## src/rtl/tx_packet_sequencer.sv

```systemverilog
// tx_packet_sequencer: transmit-side scheduler that assembles one USB packet
// at a time from the PID, non-data, data and data-CRC FIFOs, hands each byte
// to the shift register over a load handshake, then requests EOP and enforces
// an inter-packet gap.
// Optional feature macro: TX_ENCRYPT_SEL_EN (adds an encrypted-payload FIFO
// selectable per packet through encrypt_sel).
module tx_packet_sequencer #(
  parameter int MAX_DATA   = 64,
  parameter int ND_BYTES   = 2,
  parameter int CRC_BYTES  = 2,
  parameter int GAP_CYCLES = 16,
  parameter int TIMEOUT    = 255
) (
  input  logic       clk,
  input  logic       rst,
  input  logic       pid_empty,
  input  logic [7:0] pid_read,
  input  logic       nd_empty,
  input  logic [7:0] nd_read,
  input  logic       data_empty,
  input  logic [7:0] data_read,
  input  logic       dcrc_empty,
  input  logic [7:0] dcrc_read,
  input  logic [6:0] data_len,
  input  logic       tx_ready,
`ifdef TX_ENCRYPT_SEL_EN
  input  logic       encrypt_sel,
  input  logic       encrypt_empty,
  input  logic [7:0] encrypt_read,
  output logic       rencrypt_enable,
`endif
  output logic       pid_enable,
  output logic       nd_enable,
  output logic       data_enable,
  output logic       dcrc_enable,
  output logic [7:0] write,
  output logic       write_enable,
  output logic       eop_enable,
  output logic       busy,
  output logic       pid_error,
  output logic       underrun
);

  localparam logic [2:0] S_IDLE  = 3'd0;
  localparam logic [2:0] S_PID   = 3'd1;
  localparam logic [2:0] S_ND    = 3'd2;
  localparam logic [2:0] S_DATA  = 3'd3;
  localparam logic [2:0] S_CRC   = 3'd4;
  localparam logic [2:0] S_DRAIN = 3'd5;
  localparam logic [2:0] S_EOP   = 3'd6;
  localparam logic [2:0] S_GAP   = 3'd7;

  localparam logic [6:0] MAX_LEN  = 7'(MAX_DATA);
  localparam logic [6:0] ND_CNT   = 7'(ND_BYTES);
  localparam logic [6:0] CRC_CNT  = 7'(CRC_BYTES);
  localparam logic [7:0] TO_LIMIT = 8'(TIMEOUT);
  localparam logic [7:0] GAP_LAST = 8'(GAP_CYCLES - 1);

  logic [2:0] state;
  logic [6:0] byte_cnt;
  logic [6:0] len_q;
  logic [7:0] wait_cnt;
  logic [7:0] gap_cnt;
`ifdef TX_ENCRYPT_SEL_EN
  logic       enc_q;
`endif

  logic       in_load_state;
  logic       src_empty;
  logic [7:0] src_byte;
  logic [6:0] term_cnt;
  logic [2:0] done_state;
  logic       load;
  logic       timeout_hit;
  logic       pid_ok;
  logic [6:0] len_clamped;
  logic [6:0] byte_cnt_inc;

  assign in_load_state = (state == S_ND) || (state == S_DATA) || (state == S_CRC);
  // A PID is well-formed when its upper nibble is the complement of the lower
  // nibble; class 00 is reserved and treated as malformed.
  assign pid_ok       = (pid_read[7:4] == ~pid_read[3:0]) && (pid_read[1:0] != 2'b00);
  assign len_clamped  = (data_len > MAX_LEN) ? MAX_LEN : data_len;
  assign byte_cnt_inc = byte_cnt + 7'd1;
  // tx_ready is only trusted once our own previous load pulse has retired,
  // which also lets the FIFO pop settle before its head is read again.
  assign load         = in_load_state && !src_empty && tx_ready && !write_enable;
  assign timeout_hit  = in_load_state && (wait_cnt == TO_LIMIT);

  // Select the byte source, terminal count and follow-on state for this phase.
  always_comb begin
    // NOTE: every combinational output gets a default first so no path leaves
    // it unassigned, which would otherwise infer a latch.
    src_empty  = 1'b1;
    src_byte   = 8'h00;
    term_cnt   = 7'd0;
    done_state = S_DRAIN;
    case (state)
      S_ND: begin
        src_empty = nd_empty;
        src_byte  = nd_read;
        term_cnt  = ND_CNT;
      end
      S_DATA: begin
`ifdef TX_ENCRYPT_SEL_EN
        src_empty = enc_q ? encrypt_empty : data_empty;
        src_byte  = enc_q ? encrypt_read  : data_read;
`else
        src_empty = data_empty;
        src_byte  = data_read;
`endif
        term_cnt   = len_q;
        done_state = S_CRC;
      end
      S_CRC: begin
        src_empty = dcrc_empty;
        src_byte  = dcrc_read;
        term_cnt  = CRC_CNT;
      end
      default: ;
    endcase
  end

  // Packet FSM with registered pulse outputs and byte/wait/gap counters.
  always_ff @(posedge clk or posedge rst) begin
    if (rst) begin
      state        <= S_IDLE;
      byte_cnt     <= 7'd0;
      len_q        <= 7'd0;
      wait_cnt     <= 8'd0;
      gap_cnt      <= 8'd0;
      pid_enable   <= 1'b0;
      nd_enable    <= 1'b0;
      data_enable  <= 1'b0;
      dcrc_enable  <= 1'b0;
      write        <= 8'h00;
      write_enable <= 1'b0;
      eop_enable   <= 1'b0;
      busy         <= 1'b0;
      pid_error    <= 1'b0;
      underrun     <= 1'b0;
`ifdef TX_ENCRYPT_SEL_EN
      enc_q           <= 1'b0;
      rencrypt_enable <= 1'b0;
`endif
    end else begin
      // NOTE: state updates use non-blocking assignments so every register
      // samples pre-edge values and simulation matches the synthesized flops.
      pid_enable   <= 1'b0;
      nd_enable    <= 1'b0;
      data_enable  <= 1'b0;
      dcrc_enable  <= 1'b0;
      write_enable <= 1'b0;
      eop_enable   <= 1'b0;
      pid_error    <= 1'b0;
      underrun     <= 1'b0;
`ifdef TX_ENCRYPT_SEL_EN
      rencrypt_enable <= 1'b0;
`endif
      case (state)
        S_IDLE: begin
          // Skip the cycle in which a PID pop is still retiring: the FIFO
          // head is stale until that pop lands.
          if (!pid_empty && !pid_enable) begin
            state <= S_PID;
            busy  <= 1'b1;
          end
        end
        S_PID: begin
          if (!pid_ok) begin
            pid_enable <= 1'b1;
            pid_error  <= 1'b1;
            busy       <= 1'b0;
            state      <= S_IDLE;
          end else if (tx_ready) begin
            write        <= pid_read;
            write_enable <= 1'b1;
            pid_enable   <= 1'b1;
            len_q        <= len_clamped;
            byte_cnt     <= 7'd0;
            wait_cnt     <= 8'd0;
`ifdef TX_ENCRYPT_SEL_EN
            enc_q        <= encrypt_sel;
`endif
            case (pid_read[1:0])
              2'b01:   state <= S_ND;
              2'b11:   state <= (len_clamped == 7'd0) ? S_CRC : S_DATA;
              default: state <= S_DRAIN;
            endcase
          end
        end
        S_ND, S_DATA, S_CRC: begin
          // Timeout wins over a byte that shows up in the same cycle.
          if (timeout_hit) begin
            underrun <= 1'b1;
            wait_cnt <= 8'd0;
            byte_cnt <= 7'd0;
            state    <= S_DRAIN;
          end else if (load) begin
            write        <= src_byte;
            write_enable <= 1'b1;
            wait_cnt     <= 8'd0;
            case (state)
              S_ND:  nd_enable   <= 1'b1;
              S_CRC: dcrc_enable <= 1'b1;
`ifdef TX_ENCRYPT_SEL_EN
              default: begin
                if (enc_q) rencrypt_enable <= 1'b1;
                else       data_enable     <= 1'b1;
              end
`else
              default: data_enable <= 1'b1;
`endif
            endcase
            if (byte_cnt_inc == term_cnt) begin
              byte_cnt <= 7'd0;
              state    <= done_state;
            end else begin
              byte_cnt <= byte_cnt_inc;
            end
          end else if (src_empty) begin
            wait_cnt <= wait_cnt + 8'd1;
          end
        end
        S_DRAIN: begin
          if (tx_ready && !write_enable) state <= S_EOP;
        end
        S_EOP: begin
          eop_enable <= 1'b1;
          gap_cnt    <= 8'd0;
          state      <= S_GAP;
        end
        default: begin
          if (gap_cnt == GAP_LAST) begin
            busy  <= 1'b0;
            state <= S_IDLE;
          end else begin
            gap_cnt <= gap_cnt + 8'd1;
          end
        end
      endcase
    end
  end

endmodule

```

## config.mk

```make
export PLATFORM = sky130hd
export DESIGN_NAME = tx_packet_sequencer
export DESIGN_NICKNAME = d
export VERILOG_FILES = /design/src/rtl/tx_packet_sequencer.sv
export SDC_FILE = /design/constraint.sdc
export NUM_CORES = 1
export LEC_CHECK = 0
export CORE_MARGIN = 5
export CORE_UTILIZATION = 27
export DETAILED_ROUTE_END_ITERATION = 6
export GPL_TIMING_DRIVEN = 0
export PLACE_DENSITY = 0.52
export SYNTH_ARGS = -nofsm -noshare
export SYNTH_HDL_FRONTEND = slang
export SYNTH_SLANG_ARGS = --single-unit
export TNS_END_PERCENT = 100
```

## constraint.sdc

```tcl
create_clock -name clk -period 5.4 [get_ports clk]
set_input_delay 1.08 -clock clk [delete_from_list [all_inputs] [get_ports clk]]
set_output_delay 1.08 -clock clk [all_outputs]
set_load 0.01 [all_outputs]
```

==> results of run 1 <==
==> power by group through the flow <==
stage / Clock, W / Combinational, W / Sequential, W
3_5_place_dp: 0 / 0.000767 / 0.000536
4_1_cts: 0.000376 / 0.000770 / 0.000532
6_report: 0.000364 / 0.000760 / 0.000531
3_3_place_gp: 0 / 0.000760 / 0.000534
5_1_grt: 0.000388 / 0.000855 / 0.000546
2_1_floorplan: 0 / 0.000473 / 0.000540
==> routing by layer <==
metal  up-vias  track usage [%]  share of wire [%]
li1       1387                -                  -
met1      1352             18.5                 49
met2        56             21.2                 46
met3         8             2.64                3.9
met4         0             3.44                1.3
met5         -                0                  0
==> metrics by stage <==
step | hold WS, ns | cells | setup WS [ns]
finish | 0.479 | 553 | 1.98
global route | 0.495 | 553 | 1.76
CTS | 0.480 | 553 | 1.95
detailed placement | 0.471 | 546 | 1.66
global placement | 0.463 | 545 | 1.69
floorplan | 0.438 | 340 | 2.59
==> flip-flops by register name, summed over array words and instances (netlist names), 3 cells and up <==
signal	cells
len_q	7
gap_cnt	8
write	8
byte_cnt	7
wait_cnt	8
state	3
==> cell families (layout without fill, tap and decap cells) <==
kind of cell	after synthesis	in the layout	share of synthesized area, %
mux	16	16	5.50
compound gates	90	90	21.3
flops	50	50	40.7
simple gates	148	148	25.3
fa+ha+maj	3	3	1.22
xor+xnor	10	10	2.85
buf+inv	23	93	3.14
==> cell usage after synthesis (4+ instances only) <==
master    number  share of area (%)
nand3b_1       4               0.98
mux2i_1        9                2.9
nor2b_1       10                2.0
inv_1          8               0.98
mux2_2         4                1.5
nor2_1        29                3.5
nand3_1       15                2.4
a221oi_1       4                1.1
a22o_1         9                2.6
o31ai_1        5                1.2
nand2b_1      12                2.4
clkbuf_1       9                1.1
nand2_1       42                5.1
a21oi_1       11                1.8
xnor2_1        6                1.7
o21ai_0       28                4.6
nor3_1         6               0.98
and3_1         7                1.4
xor2_1         4                1.1
o221ai_1       5                1.4
dfrtp_1       50                 41
==> final cells by class <==
| type | instances | area (um^2) | area share (%) |
|---|---|---|---|
| inverter | 8 | 30.0 | 0.740 |
| buffer | 15 | 66.3 | 1.63 |
| multi-input combinational | 267 | 1720 | 42.4 |
| timing repair buffer | 63 | 641 | 15.8 |
| sequential | 50 | 1250 | 30.8 |
| clock buffer | 6 | 139 | 3.42 |
| tap | 143 | 179 | 4.41 |
| clock inverter | 1 | 30.0 | 0.740 |
==> worst paths after layout <==
| kind | endpoint | cells after the start | startpoint | slack (ns) |
|---|---|---|---|---|
| worst max register to register | state[2] | 9 | state[0] | 2.49 |
| min in group asynchronous | gap_cnt[1] | 2 | rst | 1.11 |
| worst min register to register | wait_cnt[7] | 1 | wait_cnt[7] | 0.48 |
| worst min-delay path | wait_cnt[7] | 1 | wait_cnt[7] | 0.48 |
| worst max-delay path | wait_cnt[5] | 7 | pid_read[1] | 1.98 |
| max in group asynchronous | len_q[4] | 3 | rst | 3.77 |
==> critical path, stage by stage <==
cell and delay (ns):
clkdlybuf4s50_1 0.60, nand3b_1 0.16, a2111oi_4 0.65, and3_1 0.28
o221ai_1 0.18, or2_1 0.32, o41ai_1 0.32
==> placed cells by master (no fill, tap or decap), types with 5 or more instances in the layout <==
cell,instances
a21oi_1,11
a22o_1,9
and3_1,7
clkbuf_1,9
clkbuf_16,5
clkdlybuf4s50_1,62
dfrtp_1,50
inv_1,7
mux2i_1,9
nand2_1,42
nand2b_1,12
nand3_1,15
nor2_1,29
nor2b_1,10
nor3_1,6
o21ai_0,28
o221ai_1,5
o31ai_1,5
xnor2_1,6
==> metrics.md, run 1 <==
| Metric | Value |
|---|---|
| DR WL/cell | 15.2 um |
| Reg clk slew, reported paths | roughly 0.060 ns |
| Setup TNS | 0 ns |
| CP arrival | 3.60 ns |
| Flop pwr share | 32.1% |
| Finished Core Util | 36.0% |
| # IOs | between 60 and 70 |
| Status | finished, final reports clean |
| Core area | 11300 um^2 |
| Req. time, crit path | 5.58 ns |
| DRC | 0 |
| Logic pwr share | a little under half |
| Clk network pwr share | 22.0% |
| Crit path max fanout | 9 |
| Startpoint types | input pin |
| GRT Total Usage | about an eighth |
| DR vias/cell | ~5.1 |
| Clk_lat worst skew | 0.29 ns |
| Final Setup Violations | 0 |
| Vias in the first global route | 3003 |
| Filler cell count | between 1000 and 1500 |
| LEAKAGE | 1.64 nW |
| Initial Util | a little over a quarter |
| Hold Path Class | flop to flop |
| H-tree levels | 2 |
| Final HPWL DP | 6.49 mm |
| Cell variety after synth | 63 |
| Area after DPL | 3890 um^2 |
| Net Switching | around 0.00063 W |
| Port Buffers | 62 |
| Crit share post-route | 63.4% |
| Number of diodes | 0 |
| Global route total overflow | 0 |
| Post-synth EDFFs | 0 |
| DR iter-0 viols | 117 |
| Maximum vdd drop | roughly 150 uV |
| Final Hold Viols | 0 |
| Number of max-slew violations in the final report | 0 |
| Total Power | 0.00166 W |
| #FFs+latches synth | 50 |
| Max cap viols | 0 |
| Async SR Flop Fraction | 100% |
| Post-layout min period | 3.42 ns |
| Main flop type after synthesis | dfrtp_1 |
| Postcts setup bufs | 0 |
| Routability cong. | just under 0.8 |
| Mapped Area | 3070 um^2 |
| Final wirelength | roughly 8.4 mm |
| Pwr dens | 408 nW/um^2 |
| Int Power | approximately 0.001 W |
| Via count | approximately 2800 |
| CTS Root Cell | clkbuf_16 |
| Fmax | 292 MHz |
| Row count | 39 |
| Cts hold-fix bufs | 0 |
| CTS sink count | 50 |
| Slew HR | 57.1% |
| Largest net degree at the start of global routing | 33 |
| Layout cell share with drive strength beyond 1 | about 7.6% |
| Worst Setup End Kind | flop |
| Clock Path Buffers | 2 |
| Area delta synth->final | 32.2% |
| Initial antenna violation count | 0 |
| Kind of critical path | input pin to flop |
| CTS Buf Count | 5 |
| Skew final | ~0.0048 ns |
| Antenna-violating nets left | 0 |
| Post-route cell area | 4060 um^2 |
| Post-CTS sizing | 0 |
| DIE WIDTH | about 120 um |
| YS warnings | 0 |
| Height of the die | 117 um |
| First-pass GRT wire length | 14.7 mm |
| Worst-margin pin slew | 0.641 ns |
| Switching portion of total power | a little under two fifths |
| RSZ-0062 raised after global routing | false |
| Die area | 13600 um^2 |
| TritonCTS clock tree | yes |
| Net count, final | around 460 |
| Post-synthesis sequential area ratio | 40.7% |
| First-pass iteration count of the detailed router | 4 |
| Syn avg cell area | between 9 and 10 um^2 |
| Synthesized instance count | 340 |
| Syn_nets | between 300 and 400 |
(Power assumes the default switching activity.)
==> run 2, diff against run 1 <==
Clock period 5.4 ns to 3.4 ns, I/O delays scaled along.
==> results of run 2 <==
The final DEF is identical to that of run 1. Status: finished, final reports clean.
Main changes from that run: setup slack after placement 1.66 ns -> 0.0585 ns; setup slack after layout 1.98 ns -> 0.377 ns; register-to-register setup slack 2.49 ns -> 0.49 ns; total power 0.00166 W -> 0.00263 W; worst IR drop on VDD 146 uV -> 232 uV
==> run 3, diff against run 2 <==
Settings changed: SLEW_MARGIN set to 20.
==> metrics.md, run 3 (same netlist as run 1, synthesis figures left out) <==
| Metric | Value |
|---|---|
| Kind of critical path | input pin to flop |
| Core area | 11300 um^2 (unchanged) |
| Startpoint types | input pin |
| LEAKAGE | 1.63 nW (-0.85%) |
| Initial antenna violation count | 0 (unchanged) |
| Postcts setup bufs | 0 (unchanged) |
| CTS Buf Count | 5 (unchanged) |
| Max cap viols | 0 (unchanged) |
| Row count | 39 (unchanged) |
| Final Setup Violations | 0 (unchanged) |
| Final wirelength | 8.37 mm (-0.24%) |
| Port Buffers | 62 (unchanged) |
| Pre-CTS WS | approximately 0.079 ns |
| Status | finished, final reports clean |
| CTS sink count | 50 (unchanged) |
| Post-layout min period | 3.04 ns |
| TritonCTS clock tree | yes |
| Crit share post-route | 89.5% |
| Skew final | 0.00660 ns (+0.00181 ns) |
| Height of the die | 117 um (unchanged) |
| RSZ-0062 raised after global routing | false |
| Net count, final | 458 (-0.22%) |
| Largest net degree at the start of global routing | 51 (+55%) |
| Commonest non-fill, non-tap cell in the layout | clkdlybuf4s50_1 |
| Global route total overflow | 0 (unchanged) |
| Initial Util | 27.2% (unchanged) |
| Antenna-violating nets left | 0 (unchanged) |
| # IOs | 63 (unchanged) |
| Slew HR | 55.7% (-1.4 points) |
| Hold Path Class | flop to flop |
| Req. time, crit path | roughly 3.6 ns |
| DR WL/cell | 15.1 um (-0.24%) |
| Reg clk slew, reported paths | 0.07 ns (about the same) |
| Routability cong. | 0.780 (unchanged) |
| Total Power | 0.00261 W |
| Vias in the first global route | 2933 (-2.3%) |
| Crit path max fanout | 9 (unchanged) |
| Final HPWL DP | 6.35 mm (-2.0%) |
| Setup TNS | 0 ns (unchanged) |
| Final Hold Viols | 0 (unchanged) |
| Logic pwr share | 46.0% (about the same) |
| GRT Total Usage | 13.1% (-0.20 points) |
| Die area | 13600 um^2 (unchanged) |
| Detail Route met3 WL | 420 um (+29%) |
| DRC | 0 (unchanged) |
| Pwr dens | 646 nW/um^2 |
| Most frequent cells in the layout | clkdlybuf4s50_1 (62), dfrtp_1 (50), nand2_1 (42) |
| Clk network pwr share | 21.7% (-0.3 points) |
| Via count | 2778 (-0.89%) |
| CP arrival | roughly 3.2 ns |
| Worst-margin pin slew | 0.662 ns (+0.0204 ns) |
| Met1 WL | 4.03 mm (-2.0%) |
| Uppermost layer routed | met4 |
| Switching portion of total power | 38.4% |
| Wire length on met2 | 3.80 mm (-1.0%) |
| Net Switching | 0.00100 W |
| Post-CTS sizing | 0 (unchanged) |
| Clk_lat worst skew | 0.29 ns (about the same) |
| Worst Setup End Kind | flop |
| Maximum vdd drop | 198 uV |
| Number of max-slew violations in the final report | 0 (unchanged) |
| Fmax | 329 MHz |
| CTS Root Cell | clkbuf_16 |
| DR iter-0 viols | 129 (+10%) |
| Area delta synth->final | 31.4% |
| Int Power | about 0.0016 W |
| Clock Path Buffers | 2 (unchanged) |
| DIE WIDTH | 117 um (unchanged) |
| Cts hold-fix bufs | 0 (unchanged) |
| First-pass GRT wire length | 14.3 mm (-2.5%) |
| First-pass iteration count of the detailed router | 4 (unchanged) |
| DR vias/cell | 5.02 (-0.89%) |
| Number of diodes | 0 (unchanged) |
| Fin worst setup slack | 0.358 ns |
| Flop pwr share | 32.3% (+0.2 points) |
| H-tree levels | 2 (unchanged) |
| Layout cell share with drive strength beyond 1 | 7.07% (-0.49 points) |
| Biggest regs | gap_cnt: 8 flops, wait_cnt: 8 flops, write: 8 flops |
run 3: worst paths after layout:
check | startpoint | end | slack [ns] | depth (start not counted)
max in group asynchronous | rst | dcrc_enable | 2.11 | 2
setup reg to reg | state[0] | state[2] | 0.50 | 9
hold / removal | write[2] | write[2] | 0.48 | 2
min in group asynchronous | rst | gap_cnt[2] | 0.83 | 2
setup / recovery | pid_read[0] | wait_cnt[5] | 0.36 | 7
hold reg to reg | write[2] | write[2] | 0.48 | 2
run 3: power groups by stage:
stage / Sequential, W / Combinational (W) / Clock [W]
5_1_grt: 0.000863 / 0.00135 / 0.000608
3_3_place_gp: 0.000847 / 0.00121 / 0
6_report: 0.000842 / 0.00120 / 0.000566
3_5_place_dp: 0.000850 / 0.00122 / 0
2_1_floorplan: 0.000858 / 0.000751 / 0
4_1_cts: 0.000843 / 0.00122 / 0.000585
run 3: critical path: stages:
cell	delay (ns)
clkdlybuf4s50_1	0.52
nand3b_1	0.25
a2111oi_4	0.67
and3_1	0.28
o221ai_1	0.18
or2_1	0.32
o41ai_1	0.32
run 3: layer usage:
metal / vias up / GRT usage, %
li1: 1383 / -
met1: 1332 / 17.7
met2: 55 / 21.1
met3: 8 / 2.85
met4: 0 / 3.90
met5: - / 0
run 3: final cells by class:
cell class / count / area, um^2
Buffer: 15 / 66.3
Clock buffer: 7 / 133
Clock inverter: 1 / 30.0
Fill cell: 1185 / 7240
Inverter: 8 / 32.5
Multi-Input combinational cell: 267 / 1720
Sequential cell: 50 / 1250
Tap cell: 143 / 179
Timing Repair Buffer: 62 / 621
run 3: through the flow:
stage | util (%) | std cells | cell area, um^2 | hold slack, ns
after floorplan | - | 340 | 3070 | 0.438
after global placement | 34.3 | 545 | 3870 | 0.463
after detailed placement | 34.4 | 545 | 3870 | 0.472
after CTS | 35.8 | 553 | 4040 | 0.488
after global routing | 35.8 | 553 | 4040 | 0.520
final | 35.8 | 553 | 4040 | 0.485
